--- src/rtl/processor_system_st_ram_pkg.sv ---
// Shared constants for the stream-to-RAM writer.
// CSR map, CTRL/STATUS bit positions and FSM states.
package processor_system_st_ram_pkg;

    localparam int LEN_W = 11;

    localparam logic [1:0] CSR_CTRL   = 2'd0;
    localparam logic [1:0] CSR_BASE   = 2'd1;
    localparam logic [1:0] CSR_LIMIT  = 2'd2;
    localparam logic [1:0] CSR_STATUS = 2'd3;

    localparam int CTRL_EN     = 0;
    localparam int CTRL_IRQ_EN = 1;
    localparam int CTRL_WRAP   = 2;

    localparam int ST_BUSY    = 0;
    localparam int ST_DONE    = 1;
    localparam int ST_OVF     = 2;
    localparam int ST_ABORT   = 3;
    localparam int ST_LEN_LSB = 16;

    typedef enum logic [1:0] {
        IDLE  = 2'd0,
        PKT   = 2'd1,
        DRAIN = 2'd2
    } state_t;

endpackage

--- src/rtl/processor_system_st_ram_csr.sv ---
// CSR slave: CTRL/BASE/LIMIT registers, sticky W1C status flags,
// registered level irq and latency-1 read data.
module processor_system_st_ram_csr #(
    parameter int ADDR_W = 10,
    parameter int LEN_W  = 11
) (
    input  logic              clk,
    input  logic              reset_n,
    input  logic [1:0]        csr_address,
    input  logic              csr_read,
    input  logic              csr_write,
    input  logic [31:0]       csr_writedata,
    output logic [31:0]       csr_readdata,
    output logic              irq,
    input  logic              i_busy,
    input  logic              i_done,
    input  logic              i_ovf,
    input  logic              i_abort,
    input  logic [LEN_W-1:0]  i_last_len,
    output logic              o_en,
    output logic              o_wrap,
    output logic [ADDR_W-1:0] o_base,
    output logic [ADDR_W-1:0] o_limit
);
    import processor_system_st_ram_pkg::*;

    logic [2:0]        r_ctrl;
    logic [ADDR_W-1:0] r_base;
    logic [ADDR_W-1:0] r_limit;
    logic              r_done;
    logic              r_ovf;
    logic              r_abort;
    logic [LEN_W-1:0]  r_len;
    logic              r_irq;
    logic [31:0]       r_rdata;
    logic [31:0]       w_rd;
    logic              w_wr_st;
    logic              w_unused;

    assign w_wr_st  = csr_write & (csr_address == CSR_STATUS);
    assign w_unused = ^csr_writedata[31:ADDR_W];

    always_comb begin
        w_rd = '0;
        unique case (csr_address)
            CSR_CTRL:  w_rd[2:0] = r_ctrl;
            CSR_BASE:  w_rd[ADDR_W-1:0] = r_base;
            CSR_LIMIT: w_rd[ADDR_W-1:0] = r_limit;
            CSR_STATUS: begin
                w_rd[ST_BUSY]  = i_busy;
                w_rd[ST_DONE]  = r_done;
                w_rd[ST_OVF]   = r_ovf;
                w_rd[ST_ABORT] = r_abort;
                w_rd[ST_LEN_LSB +: LEN_W] = r_len;
            end
        endcase
    end

    // Event inputs are OR-ed after the clear so a same-cycle set wins.
    always_ff @(posedge clk or negedge reset_n) begin
        if (!reset_n) begin
            r_ctrl  <= '0;
            r_base  <= '0;
            r_limit <= '1;
            r_done  <= 1'b0;
            r_ovf   <= 1'b0;
            r_abort <= 1'b0;
            r_len   <= '0;
            r_irq   <= 1'b0;
            r_rdata <= '0;
        end else begin
            if (csr_write && csr_address == CSR_CTRL)
                r_ctrl <= csr_writedata[2:0];
            if (csr_write && csr_address == CSR_BASE)
                r_base <= csr_writedata[ADDR_W-1:0];
            if (csr_write && csr_address == CSR_LIMIT)
                r_limit <= csr_writedata[ADDR_W-1:0];
            r_done  <= i_done  | (r_done  & ~(w_wr_st & csr_writedata[ST_DONE]));
            r_ovf   <= i_ovf   | (r_ovf   & ~(w_wr_st & csr_writedata[ST_OVF]));
            r_abort <= i_abort | (r_abort & ~(w_wr_st & csr_writedata[ST_ABORT]));
            if (i_done)
                r_len <= i_last_len;
            r_irq <= r_ctrl[CTRL_IRQ_EN] & (r_done | r_ovf | r_abort);
            if (csr_read)
                r_rdata <= w_rd;
        end
    end

    assign csr_readdata = r_rdata;
    assign irq          = r_irq;
    assign o_en         = r_ctrl[CTRL_EN];
    assign o_wrap       = r_ctrl[CTRL_WRAP];
    assign o_base       = r_base;
    assign o_limit      = r_limit;

endmodule

--- src/rtl/processor_system_st_to_ram_writer.sv ---
// Avalon-ST sink that writes packets into a RAM window [BASE..LIMIT],
// with wrap or overflow-drain at the window end.
module processor_system_st_to_ram_writer #(
    parameter int ADDR_W = 10,
    parameter int DATA_W = 32,
    parameter int LEN_W  = 11
) (
    input  logic              clk,
    input  logic              reset_n,
    input  logic [DATA_W-1:0] snk_data,
    input  logic              snk_valid,
    output logic              snk_ready,
    input  logic              snk_sop,
    input  logic              snk_eop,
    input  logic [1:0]        snk_empty,
    output logic [ADDR_W-1:0] ram_address,
    output logic [3:0]        ram_byteenable,
    output logic              ram_chipselect,
    output logic              ram_write,
    output logic [DATA_W-1:0] ram_writedata,
    output logic              ram_clken,
    input  logic [1:0]        csr_address,
    input  logic              csr_read,
    input  logic              csr_write,
    input  logic [31:0]       csr_writedata,
    output logic [31:0]       csr_readdata,
    output logic              irq
);
    import processor_system_st_ram_pkg::*;

    state_t            r_state, w_state_n;
    logic [ADDR_W-1:0] r_ptr, w_ptr_n;
    logic [ADDR_W-1:0] r_base, r_limit;
    logic              r_wrap;
    logic [LEN_W-1:0]  r_len, w_len_n;
    logic [ADDR_W-1:0] w_csr_base, w_csr_limit;
    logic              w_csr_wrap, w_en;
    logic [ADDR_W-1:0] w_base, w_limit, w_waddr;
    logic              w_wrap;
    logic [LEN_W-1:0]  w_wlen, w_last_len;
    logic              w_acc, w_restart, w_wr;
    logic              w_done, w_ovf, w_abort;
    logic [3:0]        w_be;
    logic              r_ram_write;
    logic [ADDR_W-1:0] r_ram_addr;
    logic [DATA_W-1:0] r_ram_data;
    logic [3:0]        r_ram_be;

    assign snk_ready = w_en & reset_n;
    assign w_acc     = snk_valid & snk_ready;

    // A sop outside DRAIN (re)starts a packet with freshly sampled window regs.
    assign w_restart = w_acc & snk_sop & (r_state != DRAIN);
    assign w_base    = w_restart ? w_csr_base  : r_base;
    assign w_limit   = w_restart ? w_csr_limit : r_limit;
    assign w_wrap    = w_restart ? w_csr_wrap  : r_wrap;
    assign w_waddr   = w_restart ? w_csr_base  : r_ptr;
    assign w_wlen    = w_restart ? LEN_W'(1) :
                       ((&r_len) ? r_len : r_len + 1'b1);
    assign w_wr      = w_acc & (w_restart | (r_state == PKT));
    assign w_abort   = w_restart & (r_state == PKT);
    assign w_be      = snk_eop ? (4'hF >> snk_empty) : 4'hF;

    always_comb begin
        w_state_n  = r_state;
        w_ptr_n    = r_ptr;
        w_len_n    = r_len;
        w_done     = 1'b0;
        w_ovf      = 1'b0;
        w_last_len = r_len;
        if (w_wr) begin
            w_len_n = w_wlen;
            if (snk_eop) begin
                w_state_n  = IDLE;
                w_done     = 1'b1;
                w_last_len = w_wlen;
            end else if (w_waddr == w_limit && w_wrap) begin
                w_state_n = PKT;
                w_ptr_n   = w_base;
            end else if (w_waddr == w_limit) begin
                w_state_n = DRAIN;
                w_ovf     = 1'b1;
            end else begin
                w_state_n = PKT;
                w_ptr_n   = w_waddr + 1'b1;
            end
        end else if (w_acc && snk_eop && r_state == DRAIN) begin
            w_state_n = IDLE;
            w_done    = 1'b1;
        end
    end

    always_ff @(posedge clk or negedge reset_n) begin
        if (!reset_n) begin
            r_state     <= IDLE;
            r_ptr       <= '0;
            r_len       <= '0;
            r_base      <= '0;
            r_limit     <= '1;
            r_wrap      <= 1'b0;
            r_ram_write <= 1'b0;
            r_ram_addr  <= '0;
            r_ram_data  <= '0;
            r_ram_be    <= '0;
        end else begin
            r_state     <= w_state_n;
            r_ptr       <= w_ptr_n;
            r_len       <= w_len_n;
            r_ram_write <= w_wr;
            if (w_restart) begin
                r_base  <= w_csr_base;
                r_limit <= w_csr_limit;
                r_wrap  <= w_csr_wrap;
            end
            if (w_wr) begin
                r_ram_addr <= w_waddr;
                r_ram_data <= snk_data;
                r_ram_be   <= w_be;
            end
        end
    end

    assign ram_address    = r_ram_addr;
    assign ram_writedata  = r_ram_data;
    assign ram_byteenable = r_ram_be;
    assign ram_write      = r_ram_write;
    assign ram_chipselect = r_ram_write;
    assign ram_clken      = 1'b1;

    processor_system_st_ram_csr #(
        .ADDR_W (ADDR_W),
        .LEN_W  (LEN_W)
    ) u_csr (
        .clk           (clk),
        .reset_n       (reset_n),
        .csr_address   (csr_address),
        .csr_read      (csr_read),
        .csr_write     (csr_write),
        .csr_writedata (csr_writedata),
        .csr_readdata  (csr_readdata),
        .irq           (irq),
        .i_busy        (r_state != IDLE),
        .i_done        (w_done),
        .i_ovf         (w_ovf),
        .i_abort       (w_abort),
        .i_last_len    (w_last_len),
        .o_en          (w_en),
        .o_wrap        (w_csr_wrap),
        .o_base        (w_csr_base),
        .o_limit       (w_csr_limit)
    );

endmodule

--- config.mk ---
export PLATFORM = sky130hd
export DESIGN_NAME = processor_system_st_to_ram_writer
export DESIGN_NICKNAME = d
export VERILOG_FILES = /design/src/rtl/processor_system_st_ram_pkg.sv /design/src/rtl/processor_system_st_ram_csr.sv /design/src/rtl/processor_system_st_to_ram_writer.sv
export SDC_FILE = /design/constraint.sdc
export NUM_CORES = 1
export LEC_CHECK = 0
export ABC_AREA = 1
export BUFFER_PORTS_ARGS = -buffer_cell sky130_fd_sc_hd__buf_2
export CAP_MARGIN = 20
export CORE_ASPECT_RATIO = 1.1
export CORE_UTILIZATION = 55
export CTS_CLUSTER_SIZE = 24
export DETAILED_ROUTE_END_ITERATION = 7
export PLACE_DENSITY = 0.81
export SETUP_SLACK_MARGIN = 0.3
export SKIP_CTS_REPAIR_TIMING = 1
export SLEW_MARGIN = 0
export SYNTH_ARGS = -nofsm -noshare
export SYNTH_HDL_FRONTEND = slang
export SYNTH_HIERARCHICAL = 1
export SYNTH_SLANG_ARGS = --single-unit
--- constraint.sdc ---
create_clock -name clk -period 3.2 [get_ports clk]
set_clock_uncertainty 0.05 [all_clocks]
set_input_delay 0.32 -clock clk [delete_from_list [all_inputs] [get_ports clk]]
set_output_delay 0.32 -clock clk [all_outputs]
set_load 0.01 [all_outputs]
==> metrics.md, run 1 <==
| Metric | Value |
|---|---|
| Drt initial violations | 431 |
| Die extent in x | 111 µm |
| Design area | 8470 µm² |
| Syn_area_per_cell | 8.19 µm² |
| Violations in the final reports | design-rule violations |
| Slew Viols, Final | 0 |
| Number of synthesized register bits | 150 |
| Clock slew at the register clock pins of the worst setup and hold paths | 0.06 ns |
| Worst path cell trace | inv_2 > nand2_2 > nand2_2 > nor2_4 > buf_6 > a21oi_4 > buf_4 > inv_2 > or2_1 |
| Upper clock frequency limit | 0.375 GHz |
| End-of-flow core utilization | 0.665 |
| Number of standard cells in the layout, taps in and fillers out | 1,170 |
| Number of buffers created by CTS | 17 |
| Cells after Synth | 885 |
| Area delta synth->final | 16.9% |
| Setup repair after global routing missed its margin | false |
| Maximum vdd ir drop | 0.530 mV |
| Status | finished, violations left |
| Number of vias in the routed layout | 5,916 |
| Cell row count | 43 |
| CTS Sinks | 150 |
| Count of distinct cell types in the synthesized netlist | 38 |
| Path type of the worst min-delay path | primary input to register |
| Worst r2r path cells | 9 |
| Wire length after detailed routing | 16.4 mm |
| Worst EP required | 3.45 ns |
| Avg Vias per Cell | 5.06 |
| Worst Tran Pin Value | 0.947 ns |
| I/O Pins | 158 |
| Total global routing track utilization | 0.255 |
| Detailed placer's ending HPWL | 11.1 mm |
| Starting Density | 0.569 |
| Crit path arrival time | 2.92 ns |
| WL/cell | 14.0 µm |
| Floorplan die area | 13,600 µm² |
| Final-report setup violation count | 0 |
| Cell area after synthesis | 7250 µm² |
| Y dimension of the die | 122 µm |
| First-pass detailed-route iteration total | 8 |
| Worst Setup Start Kind | register |
| Core Footprint | 12,800 µm² |
| Post-layout net count | 1,084 |
| Antenna violations before repair | 0 |
| Clock latency of the later-clocked register in the worst-skew pair | 0.42 ns |
| ANT cells | 0 |
| M1 wire length | 7.45 mm |
| Met2 Routed Length | 7.77 mm |
| Sequential element share of the synthesized area | 0.521 |
| Max-capacitance violation count | 0 |
| Share of final-layout standard cells stronger than drive strength 1 | 0.220 |
| Worst hold path cell count | 3 |
| Largest driver fanout on the critical path | 75 |
| Slew margin rel. | 0.368 |
| Critical Path Sink Type | register |
| Last weighted congestion value of the routability-driven placer | 0.848 |
| CTS Root Buffer Type | sky130_fd_sc_hd__clkbuf_16 |
| Met3 routed wirelength | 878 µm |
| Count of placed standard cells including taps | 1,134 |
| Static leakage power | 0.00456 µW |
| Fin Setup TNS | 0 ns |
| Final-report hold violation count | 0 |
| Highest metal layer used by the detailed router | met4 |
| Maximum number of buffers from clock root to sink | 2 |
| Number of port buffers | 123 |
| Routed Antenna Nets | 0 |
| TritonCTS clock tree | yes |
| PnR Total Power | 6550 µW |
| Wire length of the first global-routing pass | 27.1 mm |
| Drc violations | 11 |
| Post-place instance area | 7860 µm² |
| Fillers | 1,067 |
| Number of global-route vias before repair | 5,623 |
| Pwr Density | 773 nW/µm² |
| Total grt overflow | 0 |
| H-tree level count | 4 |
| Share of the clock period used by the worst path after layout | 0.833 |
| Shortest clock period the worst path allows after layout | 2.67 ns |
| Class of the most critical setup path | register to register |
| Pin count of the biggest net entering global routing | 80 |
| Library cell contributing the largest single delay on the critical path | sky130_fd_sc_hd__buf_4 |
| Syn. warnings | 6 |
| Peak per-stage delay on the critical path | 0.56 ns |
-- cell type report --
| cell class | count | area (µm²) | area share |
|---|---|---|---|
| clock buffers | 22 | 474 | 0.0560 |
| inverters | 57 | 214 | 0.0252 |
| multi-input cells | 638 | 3000 | 0.353 |
| well taps | 157 | 196 | 0.0232 |
| clock inverters | 8 | 76.3 | 0.00901 |
| flip-flops and latches | 150 | 3780 | 0.446 |
| repair buffers | 138 | 738 | 0.0871 |
-- Yosys cell counts (all sizes together) --
library cell  instances  area (µm²)
nand3                25         153
dfrtp               130        3250
inv                  57         214
nor2                 56         240
xor2                 14         123
a31oi                 4        25.0
nor3                  9        45.0
mux2                 11         158
ha                    7        87.6
nand4                13        81.3
and3                  1        6.26
o21ai                86         434
o21a                  2        15.0
clkbuf               10        38.8
xnor2                 3        26.3
nand3b                1        7.51
or2                   3        18.8
a21oi                 5        25.0
dfstp                20         526
conb                  2        7.51
o21bai                3        22.5
nand2               381        1440
buf                  41         297
nor2b                 1        6.26
-- path summary, 6_finish.rpt --
| kind | endpoint | slack, ns | startpoint |
|---|---|---|---|
| worst min-delay path | ram_writedata[18] | 0.03 | snk_data[18] |
| max in group asynchronous | u_csr/r_ctrl[0] | 1.51 | reset_n |
| worst max register to register | ram_byteenable[0] | 0.53 | r_state[0] |
| min in group asynchronous | r_base[4] | 0.08 | reset_n |
| worst min register to register | u_csr/csr_readdata[8] | 0.42 | u_csr/csr_readdata[8] |
| worst max-delay path | ram_byteenable[0] | 0.53 | r_state[0] |
-- logic make-up (layout without fill, tap and decap cells) --
logic type	Yosys count	in the layout	synth area share
AOI/OAI and AO/OA	100	100	0.0720
xor gates and xnor gates	17	17	0.0205
adders and majority gates	7	7	0.0121
buffers and inverters	108	225	0.0758
DFF	150	150	0.521
muxes	11	11	0.0217
other	2	12	0.00104
and+or+nand+nor	490	491	0.276
-- power breakdown --
group          total, µW  switching [µW]  internal (µW)
Combinational       1900            1180            728
Sequential          2790             313           2470
Clock               1860             741           1120
Total               6550            2230           4320
-- critical path, delay by kind of cell, from the launching register on --
kind	cells	cell delay, ns
flops	1	0.38
buf+inv	4	1.30
simple gates	4	0.62
compound gates	1	0.13
-- sequential cells by signal, summed over array words and instances, names as in the netlist, 11 cells and up --
register	cells
u_csr/csr_readdata	21
ram_writedata	32
u_csr/r_len	11
r_len	11
-- per-stage QoR --
step                hold slack [ns]  setup slack [ns]
floorplan                   -0.0256             0.959
global placement              0.403             0.298
detailed placement            0.409             0.234
CTS                          0.0265             0.191
global route                 0.0359             0.306
finish                       0.0334             0.533
-- placed cells by master, fill, tap and decap left out, types with 3 or more instances in the layout --
master / synthesis / routed
sky130_fd_sc_hd__buf_2: 15 / 122
sky130_fd_sc_hd__a31oi_1: 4 / 4
sky130_fd_sc_hd__clkbuf_8: 0 / 3
sky130_fd_sc_hd__buf_4: 17 / 14
sky130_fd_sc_hd__nand2_1: 377 / 377
sky130_fd_sc_hd__o21ai_0: 59 / 58
sky130_fd_sc_hd__clkinv_2: 0 / 3
sky130_fd_sc_hd__o21bai_1: 3 / 3
sky130_fd_sc_hd__nor3_1: 9 / 8
sky130_fd_sc_hd__nand3_1: 21 / 20
sky130_fd_sc_hd__xnor2_1: 3 / 3
sky130_fd_sc_hd__nand4_1: 13 / 13
sky130_fd_sc_hd__inv_1: 53 / 53
sky130_fd_sc_hd__xor2_1: 14 / 14
sky130_fd_sc_hd__nand3_2: 3 / 5
sky130_fd_sc_hd__clkbuf_16: 0 / 17
sky130_fd_sc_hd__dfstp_2: 20 / 20
sky130_fd_sc_hd__nor2_1: 50 / 50
sky130_fd_sc_hd__ha_1: 7 / 7
sky130_fd_sc_hd__dfrtp_1: 130 / 129
sky130_fd_sc_hd__nor2_4: 3 / 3
sky130_fd_sc_hd__o21ai_1: 26 / 27
sky130_fd_sc_hd__a21oi_1: 5 / 4
sky130_fd_sc_hd__nand2_2: 4 / 3
sky130_fd_sc_hd__conb_1: 2 / 12
sky130_fd_sc_hd__inv_2: 4 / 4
sky130_fd_sc_hd__nor2_2: 3 / 3
sky130_fd_sc_hd__mux2_4: 9 / 9
sky130_fd_sc_hd__clkinvlp_4: 0 / 3
-- layer usage --
layer / GRT usage / vias up
li1: - / 2990
met1: 0.336 / 2731
met2: 0.412 / 170
met3: 0.0672 / 25
met4: 0.0904 / 0
met5: 0 / -
No activity file was read; power rests on OpenSTA's default activity.
==> inputs of run 2 (changes only) <==
CORE_UTILIZATION = 49   (was 55)
PLACE_DENSITY = 0.76   (was 0.81)
clock period = 2.4 ns   (was 3.2 ns; I/O delays follow)
==> metrics.md, run 2 (synthesis results as in run 1) <==
| Metric | Value |
|---|---|
| Status | finished, violations left |
| Slew Viols, Final | 0 (unchanged) |
| Total grt overflow | 0 (unchanged) |
| Y dimension of the die | 130 µm (+5.8%) |
| Critical Path Sink Type | register |
| Worst path bufs/invs | 3 (-1) |
| Most common cell after layout, fill and taps aside | sky130_fd_sc_hd__nand2_1 |
| Max reg flops | 32 (unchanged) |
| Die extent in x | 118 µm (+5.8%) |
| Antenna violations before repair | 0 (unchanged) |
| Last weighted congestion value of the routability-driven placer | 0.860 (+1.4%) |
| Drc violations | 0 (-11) |
| TritonCTS clock tree | yes |
| Routed Antenna Nets | 0 (unchanged) |
| H-tree level count | 4 (unchanged) |
| Number of global-route vias before repair | 5,563 (-1.1%) |
| Upper clock frequency limit | 0.428 GHz (+14%) |
| Crit path arrival time | 2.65 ns (-0.27 ns) |
| Clock latency of the later-clocked register in the worst-skew pair | 0.42 ns (about the same) |
| Number of vias in the routed layout | 6,514 (+10%) |
| Core Footprint | 14,400 µm² (+13%) |
| Shortest clock period the worst path allows after layout | 2.34 ns (-0.329 ns) |
| CTS Root Buffer Type | sky130_fd_sc_hd__clkbuf_16 |
| Detailed placer's ending HPWL | 11.5 mm (+3.2%) |
| End-of-flow core utilization | 0.659 (-0.00559) |
| Library cell contributing the largest single delay on the critical path | sky130_fd_sc_hd__dfrtp_1 |
| Maximum vdd ir drop | 0.666 mV (+26%) |
| CTS Sinks | 150 (unchanged) |
| I/O Pins | 158 (unchanged) |
| Pin count of the biggest net entering global routing | 67 (-16%) |
| Worst Setup Start Kind | register |
| Commonest cells after routing, fill and taps aside | 356 x sky130_fd_sc_hd__nand2_1, 128 x sky130_fd_sc_hd__dfrtp_1, 122 x sky130_fd_sc_hd__buf_2 |
| Clock slew at the register clock pins of the worst setup and hold paths | 0.06 ns (about the same) |
| WL/cell | 14.6 µm (+4.2%) |
| Wire length after detailed routing | 18.8 mm (+15%) |
| Area delta synth->final | 31.3% |
| ANT cells | 0 (unchanged) |
| Hold Worst Slack | -0.00649 ns (-0.0399 ns) |
| Number of buffers created by CTS | 17 (unchanged) |
| Post-layout net count | 1,163 (+7.3%) |
| Drt initial violations | 484 (+12%) |
| Final-report setup violation count | 0 (unchanged) |
| Cell row count | 46 (+7.0%) |
| Starting Density | 0.502 (-0.0667) |
| Maximum number of buffers from clock root to sink | 2 (unchanged) |
| Final setup slack of the worst path | 0.0622 ns (-0.471 ns) |
| Post-place instance area | 8080 µm² (+2.9%) |
| Class of the most critical setup path | register to register |
| Worst path cell trace | nand2_4 > nand2_4 > nor2_4 > buf_12 > nand2_4 > inv_2 > nor2_1 > nand2_1 > nand2_1 > nor2_2 > nand2_2 > nor2_4 > nand3_4 > nand2_4 > buf_4 > nand2_1 > nand2_1 |
| Design area | 9520 µm² (+12%) |
| Worst setup timing slack at the placement stage | 0.0449 ns (-0.189 ns) |
| PnR Total Power | 9270 µW (+42%) |
| Final-report hold violation count | 17 (+17) |
| Share of final-layout standard cells stronger than drive strength 1 | 0.284 (+0.0641) |
| Path type of the worst min-delay path | primary input to async pin |
| Max-capacitance violation count | 0 (unchanged) |
| Peak per-stage delay on the critical path | 0.41 ns (-0.15 ns) |
| Wire length of the first global-routing pass | 27.1 mm (-0.15%) |
| Worst Tran Pin Value | 0.827 ns (-0.120 ns) |
| Largest driver fanout on the critical path | 8 (-89%) |
| Number of port buffers | 123 (unchanged) |
| Total global routing track utilization | 0.225 (-0.0307) |
| Pwr Density | 974 nW/µm² (+26%) |
| Share of the clock period used by the worst path after layout | 0.974 (+0.141) |
| First-pass detailed-route iteration total | 5 (-3) |
| Worst EP required | 2.71 ns (-0.74 ns) |
| Floorplan die area | 15,300 µm² (+12%) |
| Avg Vias per Cell | 5.07 (+0.18%) |
| Violations in the final reports | negative hold slack |
| Cell class contributing the biggest share of worst-path delay | simple AND/OR/NAND/NOR gates |
| Setup repair after global routing missed its margin | true |
| Static leakage power | 0.00504 µW (+10%) |
| Slew margin rel. | 0.448 (+0.0800) |
[run 2: path summary, 6_finish.rpt]
check / start / end / slack, ns / cells after the start
setup / recovery: r_state[1] / r_ptr[0] / 0.06 / 17
hold / removal: reset_n / r_len[1] / -0.006 / 2
setup reg to reg: r_state[1] / r_ptr[0] / 0.06 / 17
hold reg to reg: r_ptr[4] / r_ptr[4] / 0.42 / 2
max in group asynchronous: reset_n / r_len[0] / 0.91 / 3
min in group clk: csr_writedata[5] / u_csr/o_limit[5] / 0 / 3
[run 2: power by group]
part	switching (µW)	internal [µW]	total [µW]
registers	424	3300	3720
logic	1760	1240	3000
clock network	1040	1510	2550
[run 2: through the flow]
| step | std cells | TNS, ns |
|---|---|---|
| finish | 1286 | 0 |
| global route | 1286 | -0.597 |
| CTS | 1220 | 0 |
| detailed placement | 1188 | 0 |
| global placement | 1188 | 0 |
| floorplan | 895 | 0 |
[run 2: worst reg2reg max path: cells and delay by family, from the launching register on]
family / cells / cell delay, ns
AND/OR/NAND/NOR: 14 / 1.42
flip-flops: 1 / 0.41
buffers and inverters: 3 / 0.38
[run 2: area by class of cell]
type,instances,area (µm²)
Timing Repair Buffer,217,1510
Tap cell,192,240
Multi-Input combinational cell,638,3200
Fill cell,1116,4930
Sequential cell,150,3780
Clock inverter,10,92.6
Inverter,57,226
Clock buffer,22,474
[run 2: metal layers]
| metal | global-route usage | up-vias | routed length (µm) |
|---|---|---|---|
| met5 | 0 | - | 0 |
| met3 | 0.0581 | 40 | 1100 |
| li1 | - | 3157 | - |
| met2 | 0.360 | 243 | 9170 |
| met1 | 0.299 | 3074 | 8030 |
| met4 | 0.0754 | 0 | 480 |
